[src/rtl/control_sequencer.sv]
// Hardwired fetch/decode/execute sequencer for the phase datapath (three-register ALU, MUL/DIV, HALT).
// Optional CU_SINGLE_STEP_EN adds a Step input and a PAUSE state at every instruction boundary.
module control_sequencer #(
    parameter int NUM_REGS = 16,
    parameter int OPC_W    = 5
) (
    input  logic                Clock,
    input  logic                Reset,
    input  logic [31:0]         IR,
    input  logic                Mem_ready,
    input  logic                Stop,
`ifdef CU_SINGLE_STEP_EN
    input  logic                Step,
`endif
    output logic                PCout,
    output logic                MARin,
    output logic                Zin,
    output logic                ZLOout,
    output logic                ZHIout,
    output logic                PCin,
    output logic                IncrementPC,
    output logic                Read,
    output logic                MDRin,
    output logic                MDRout,
    output logic                IRin,
    output logic                Yin,
    output logic                LOin,
    output logic                HIin,
    output logic [OPC_W-1:0]    ALUControl,
    output logic [NUM_REGS-1:0] Rout_sel,
    output logic [NUM_REGS-1:0] Rin_sel,
    output logic                Run,
    output logic                Illegal,
    output logic [3:0]          dbg_state
);

    typedef enum logic [3:0] {
        S_T0,
        S_T1,
        S_T2,
        S_T3,
        S_T4,
        S_T5,
        S_T6,
        S_HALT
`ifdef CU_SINGLE_STEP_EN
        , S_PAUSE
`endif
    } state_t;

    state_t state;
    state_t next_state;
    state_t out_state;
    state_t boundary_state;
    logic   active;

    logic [OPC_W-1:0] opcode;
    logic [3:0]       ra;
    logic [3:0]       rb;
    logic [3:0]       rc;
    logic             is_alu;
    logic             is_muldiv;
    logic             is_halt;
    logic             unused_ir;

    assign opcode    = IR[31 -: OPC_W];
    assign ra        = IR[26:23];
    assign rb        = IR[22:19];
    assign rc        = IR[18:15];
    assign unused_ir = ^IR[14:0];

    assign is_alu    = (opcode <= OPC_W'(11));
    assign is_muldiv = (opcode == OPC_W'(12)) || (opcode == OPC_W'(13));
    assign is_halt   = (opcode == OPC_W'(27));

    function automatic logic [NUM_REGS-1:0] onehot(input logic [3:0] idx);
        return NUM_REGS'(1) << idx;
    endfunction

    // The first edge after reset release only arms 'active'; state stays T0 so
    // that edge is the one that makes T0 visible.
    always_ff @(posedge Clock or posedge Reset) begin
        if (Reset) begin
            state  <= S_T0;
            active <= 1'b0;
        end else begin
            active <= 1'b1;
            if (active) begin
                state <= next_state;
            end
        end
    end

    assign dbg_state = state;

`ifdef CU_SINGLE_STEP_EN
    assign boundary_state = Stop ? S_HALT : S_PAUSE;
`else
    assign boundary_state = Stop ? S_HALT : S_T0;
`endif

    // Until armed, decode as HALT so every output (Run included) is 0.
    assign out_state = active ? state : S_HALT;

    always_comb begin
        next_state  = state;
        PCout       = 1'b0;
        MARin       = 1'b0;
        Zin         = 1'b0;
        ZLOout      = 1'b0;
        ZHIout      = 1'b0;
        PCin        = 1'b0;
        IncrementPC = 1'b0;
        Read        = 1'b0;
        MDRin       = 1'b0;
        MDRout      = 1'b0;
        IRin        = 1'b0;
        Yin         = 1'b0;
        LOin        = 1'b0;
        HIin        = 1'b0;
        ALUControl  = '0;
        Rout_sel    = '0;
        Rin_sel     = '0;
        Run         = 1'b0;
        Illegal     = 1'b0;
        case (out_state)
            S_T0: begin
                Run         = 1'b1;
                PCout       = 1'b1;
                MARin       = 1'b1;
                IncrementPC = 1'b1;
                Zin         = 1'b1;
                next_state  = S_T1;
            end
            S_T1: begin
                Run    = 1'b1;
                ZLOout = 1'b1;
                PCin   = 1'b1;
                Read   = 1'b1;
                MDRin  = 1'b1;
                if (Mem_ready) begin
                    next_state = S_T2;
                end
            end
            S_T2: begin
                Run        = 1'b1;
                MDRout     = 1'b1;
                IRin       = 1'b1;
                next_state = S_T3;
            end
            S_T3: begin
                Run      = 1'b1;
                Rout_sel = onehot(rb);
                Yin      = 1'b1;
                if (is_alu || is_muldiv) begin
                    next_state = S_T4;
                end else if (is_halt) begin
                    next_state = S_HALT;
                end else begin
                    Illegal    = 1'b1;
                    next_state = S_T0;
                end
            end
            S_T4: begin
                Run        = 1'b1;
                Rout_sel   = onehot(rc);
                ALUControl = opcode;
                Zin        = 1'b1;
                next_state = S_T5;
            end
            S_T5: begin
                Run    = 1'b1;
                ZLOout = 1'b1;
                if (is_muldiv) begin
                    LOin       = 1'b1;
                    next_state = S_T6;
                end else begin
                    Rin_sel    = onehot(ra);
                    next_state = boundary_state;
                end
            end
            S_T6: begin
                Run        = 1'b1;
                ZHIout     = 1'b1;
                HIin       = 1'b1;
                next_state = boundary_state;
            end
`ifdef CU_SINGLE_STEP_EN
            S_PAUSE: begin
                Run = 1'b1;
                if (Stop) begin
                    next_state = S_HALT;
                end else if (Step) begin
                    next_state = S_T0;
                end
            end
`endif
            default: begin
                next_state = S_HALT;
            end
        endcase
    end

endmodule

[config.mk]
export PLATFORM = sky130hd
export DESIGN_NAME = control_sequencer
export DESIGN_NICKNAME = d
export VERILOG_FILES = /design/src/rtl/control_sequencer.sv
export SDC_FILE = /design/constraint.sdc
export NUM_CORES = 1
export LEC_CHECK = 0
export CORE_AREA = 2 2 56 58
export CTS_BUF_LIST = sky130_fd_sc_hd__clkbuf_4 sky130_fd_sc_hd__clkbuf_8 sky130_fd_sc_hd__clkbuf_16
export CTS_CLUSTER_DIAMETER = 120
export CTS_CLUSTER_SIZE = 30
export DETAILED_ROUTE_END_ITERATION = 6
export DIE_AREA = 0 0 58 60
export PLACE_DENSITY_LB_ADDON = 0.15
export SETUP_SLACK_MARGIN = 0.2
export SLEW_MARGIN = 15
export SYNTH_ARGS = -nofsm -noshare
export SYNTH_HDL_FRONTEND = slang
export SYNTH_SLANG_ARGS = --single-unit
[constraint.sdc]
create_clock -name Clock -period 4.4 [get_ports Clock]
set_input_delay 0.44 -clock Clock [delete_from_list [all_inputs] [get_ports Clock]]
set_output_delay 0.44 -clock Clock [all_outputs]
set_load 0.05 [all_outputs]
[Word level (Yosys, flattened, before mapping)]
Index checks and enable logic that the tools add are counted.
Storage, ports and cells
  bits in registers: 5
  output and inout port bits: 57
  logic and storage cells: 47
Cells by class
  equality and inequality tests: 10
  order comparisons: 1
  reduce and logical (&&, ||, !) cells: 7
  shifts and indexed selects: 3
  muxes and demuxes: 24
Operators by type and width (count)
  1-bit by 4-bit << shifter with 16-bit output, first input constant: 3
  16-bit 2-to-1 mux: 2
  16-bit case mux with 2 select lines: 1
  4-bit case mux with 7 select lines: 1
  1-bit 2-to-1 mux: 13
  4-bit by 3-bit == test with 1-bit output, second input constant: 3
  3-bit 2-to-1 mux: 4
  5-bit by 4-bit == test with 1-bit output, second input constant: 2
  4-bit by 2-bit == test with 1-bit output, second input constant: 2
  4-bit 2-to-1 mux: 2
  7-bit OR reduction: 1
  5-bit == test, second input constant: 1
  5-bit by 4-bit less-or-equal comparator with 1-bit output, second input constant: 1
  5-bit 2-to-1 mux: 1
  4-bit by 1-bit == test with 1-bit output, second input constant: 1
  4-bit logical NOT: 1
  2-bit OR reduction: 2
  1-bit logical OR: 2
  2-bit inequality test, second input constant: 1
  2-bit AND reduction: 1

[Logic depth before layout (Yosys ltp)]
  word-level depth: 5
  depth in mapped cells: 5

[Worst setup path after synthesis]
No wires, ideal clock.
  kind: reg2out
  start point: reg state[2], in the netlist dbg_state[2]
  end point: out ZHIout
  path buffers: 2
  slack: 1.308 ns
  arrival: 2.652 ns
  cell stages (with the launch flop): 5
  required time: 3.960 ns
  path through: dfrtp_1 clkbuf_1 inv_1 nor3_1 buf_4
Between the ends
  longest elaborated chain between the ends: 3
Ends and longest elaborated chain
  start: declaration: line 51  | state_t state;
  start signal: assignment: line 89  | state <= next_state;
  4-bit 2-to-1 mux: line 103  | assign out_state = active ? state : S_HALT;
  4-bit by 3-bit == test with 1-bit output
  1-bit 2-to-1 mux
  end: declaration: line 19  | output logic ZHIout,
No other way between the ends.

[Worst setup path after layout]
  start point: reg state[2], in the netlist dbg_state[2]
  end point: out Rout_sel[7]
Between the ends
  longest elaborated chain between the ends: 3
Ends and longest elaborated chain
  4-bit 2-to-1 mux (*): line 103
  4-bit by 3-bit == test with 1-bit output or 4-bit by 2-bit == test with 1-bit output (tied branches): line 126  | case (out_state)
  16-bit case mux with 2 select lines (*): line 126
  end: declaration: line 30  | output logic [NUM_REGS-1:0] Rout_sel,
Mark *: on every way between the ends. The rest lies on a longest branch, timed or not.

==> flow_summary.toml <==
[drt]
drc = 0
avgViaCountPerCell = 4.99
routed_wirelength_mm = 2.75
routedWlPerCell_um = 12.5
firstDrtPassIters = 6
via_count = 1098
dr.first_iter.drc_count = 48
antenna_left = 0

[clocking]
cts_made_buffers = 3
clock_latency_ns = 0.23
cts_tree = "done"
h-tree-depth = 1
cts-resized-gates = 0
post_cts_buffers = 0
hold_buffers = 0
root_buffer = "clkbuf_4"
clk_pin_slew_ns = 0.04
cts.sinks = 4
clock_path_buffers = 2

[synth]
synth_ff_type = "dfrtp_1"
synthTopCellsByArea = "nor2_1 (17%), dfrtp_1 (13%), buf_4 (7.9%)"
synth_async_sr_flop_share = 1.00
synthesis.nets = 156
avgSynthCellArea_um2 = 6.33
ys_warn_count = 0
syn_inst = 120
netlist.area_leader.share = 0.173
synth_area_leader_cell = "nor2_1"
synth_edf_count = 0
synth_seq_area_share = 0.132
synth_cell_types = 36
synth-seq-cells = 4
syn_area_um2 = 759

[critical_path]
cp_data_required_time_ns = 3.96
worst-endpoint-arrival_ns = 2.86
rr_worst_depth = 4
cp-start-kind = "flip-flop"
path_class = "reg2out"
crit_fanout = 18
end_kind = "output pin"
reg2reg_slack_ns = 2.77

[global_route]
grt_pass1_vias = 996
antenna_found_initial = 0
grt_max_degree = 19
grt_pass1_wl_mm = 4.54
grt_remaining_overflow = 0
grt.total_usage = 0.159

[worst_hold_path]
hp-class = "in2async"

[cells_and_area]
utilization = 0.519
area_growth_pct = 98.5
diodes = 0
drive_gt1_frac = 0.0214
multiInputGateArea_um2 = 568
seq_area_um2 = 100
fill_cells = 298
nets = 225
instances_no_fill = 220

[sta]
worst_slew_pin_slew_ns = 0.535
whs_ns = 0.383
fmax_mhz = 303
setup_ws_ns = 1.10
report.final.slew_viol_count = 0
rsz0062_at_grt = "false"
fin_worst_skew_ns = 0.00101
setup_violations = 0
finalSetupTns_ns = 0
finalHoldViolCount = 0
slew_headroom = 0.638
timing.final.crit_share = 0.750
finalCriticalPeriod_ns = 3.30

[floorplan]
dieArea_um2 = 3480
die_x_um = 58
core-area_um2 = 2900
row_count = 20
start_util = 0.262
pin_count = 93
die_h_um = 60

[place]
gp_congestion = 0.859
io_buffers = 76
post-place-ws_ns = 1.32
post-dp-hpwl_mm = 2.32
placed_cells_incl_taps = 217

[pwr]
irDropWorstVdd_mv = 0.414
p_leak_nw = 0.526
power_density_nw_per_um2 = 398

[flow_run]
drv_cap = 0

[run_status]
outcome = "finished clean"
[registers in the layout, indices dropped and copies added (netlist names)]
register / flops
dbg_state: 3
active: 1
[logic make-up (layout without fill, tap and decap cells)]
family                   after synthesis  after routing  share of synthesized area
flip-flops                             4              4                      0.132
buffers and inverters                 16             83                      0.120
AND/OR/NAND/NOR                       80             80                      0.555
other                                  2              2                    0.00989
multiplexers                           3              3                     0.0395
AO/OA/AOI/OAI                         14             14                      0.130
adder cells (fa/ha/maj)                1              1                     0.0132
[cell type report]
class,instances,area share
clock buffers,3,0.0149
inverters,4,0.00996
multi-input cells,100,0.377
flip-flops and latches,4,0.0664
well taps,33,0.0274
repair buffers,76,0.505
[worst max-delay path: stages (launching register included)]
cell	delay, ns
dfrtp_1	0.64
and4bb_1	0.45
mux2i_1	0.18
or3_1	0.43
nor2_1	0.11
clkdlybuf4s50_1	0.81
[synth_stat cells (all sizes together), types with 2 or more instances]
library cell,number
a21oi,2
a31oi,4
and2,5
buf,9
clkbuf,3
conb,2
dfrtp,4
inv,4
mux2i,3
nand2,4
nand2b,7
nand3,3
nand3b,3
nand4b,2
nor2,35
nor3,8
nor3b,2
nor4bb,2
or3,2
[cells in the final DEF, fill, tap and decap left out, types with 2 or more instances in the layout]
| cell | count |
|---|---|
| a21oi_1 | 2 |
| a31oi_1 | 4 |
| and2_1 | 5 |
| clkbuf_4 | 3 |
| clkdlybuf4s50_1 | 76 |
| conb_1 | 2 |
| dfrtp_1 | 4 |
| inv_1 | 4 |
| mux2i_1 | 3 |
| nand2_1 | 4 |
| nand2b_1 | 7 |
| nand3_1 | 3 |
| nand3b_1 | 3 |
| nand4b_1 | 2 |
| nor2_1 | 35 |
| nor3_1 | 8 |
| nor3b_1 | 2 |
| nor4bb_1 | 2 |
| or3_1 | 2 |
[path summary, 6_finish.rpt]
| check | startpoint | endpoint |
|---|---|---|
| min in group Clock | dbg_state[0] | dbg_state[0] |
| worst max register to register | dbg_state[1] | dbg_state[0] |
| max in group asynchronous | Reset | active |
| worst max-delay path | dbg_state[2] | Rout_sel[7] |
| worst min register to register | dbg_state[0] | dbg_state[0] |
| worst min-delay path | Reset | dbg_state[1] |
[through the flow]
stage               power, mW  area (µm²)
finish                  0.600        1510
global route            0.638        1510
CTS                     0.606        1510
detailed placement      0.556        1490
global placement        0.553        1490
floorplan               0.425         759
[layer usage]
layer,part of all wire,track usage,wire [µm]
met3,0.073,0.00649,202
met4,0,0.0299,0
met5,0,0,0
met2,0.50,0.292,1360
met1,0.43,0.207,1180
[power by group]
part / switching, mW / internal (mW)
sequential: 0.0583 / 0.0508
clock: 0.0139 / 0.0304
combinational: 0.284 / 0.163
(Power assumes the default switching activity.)
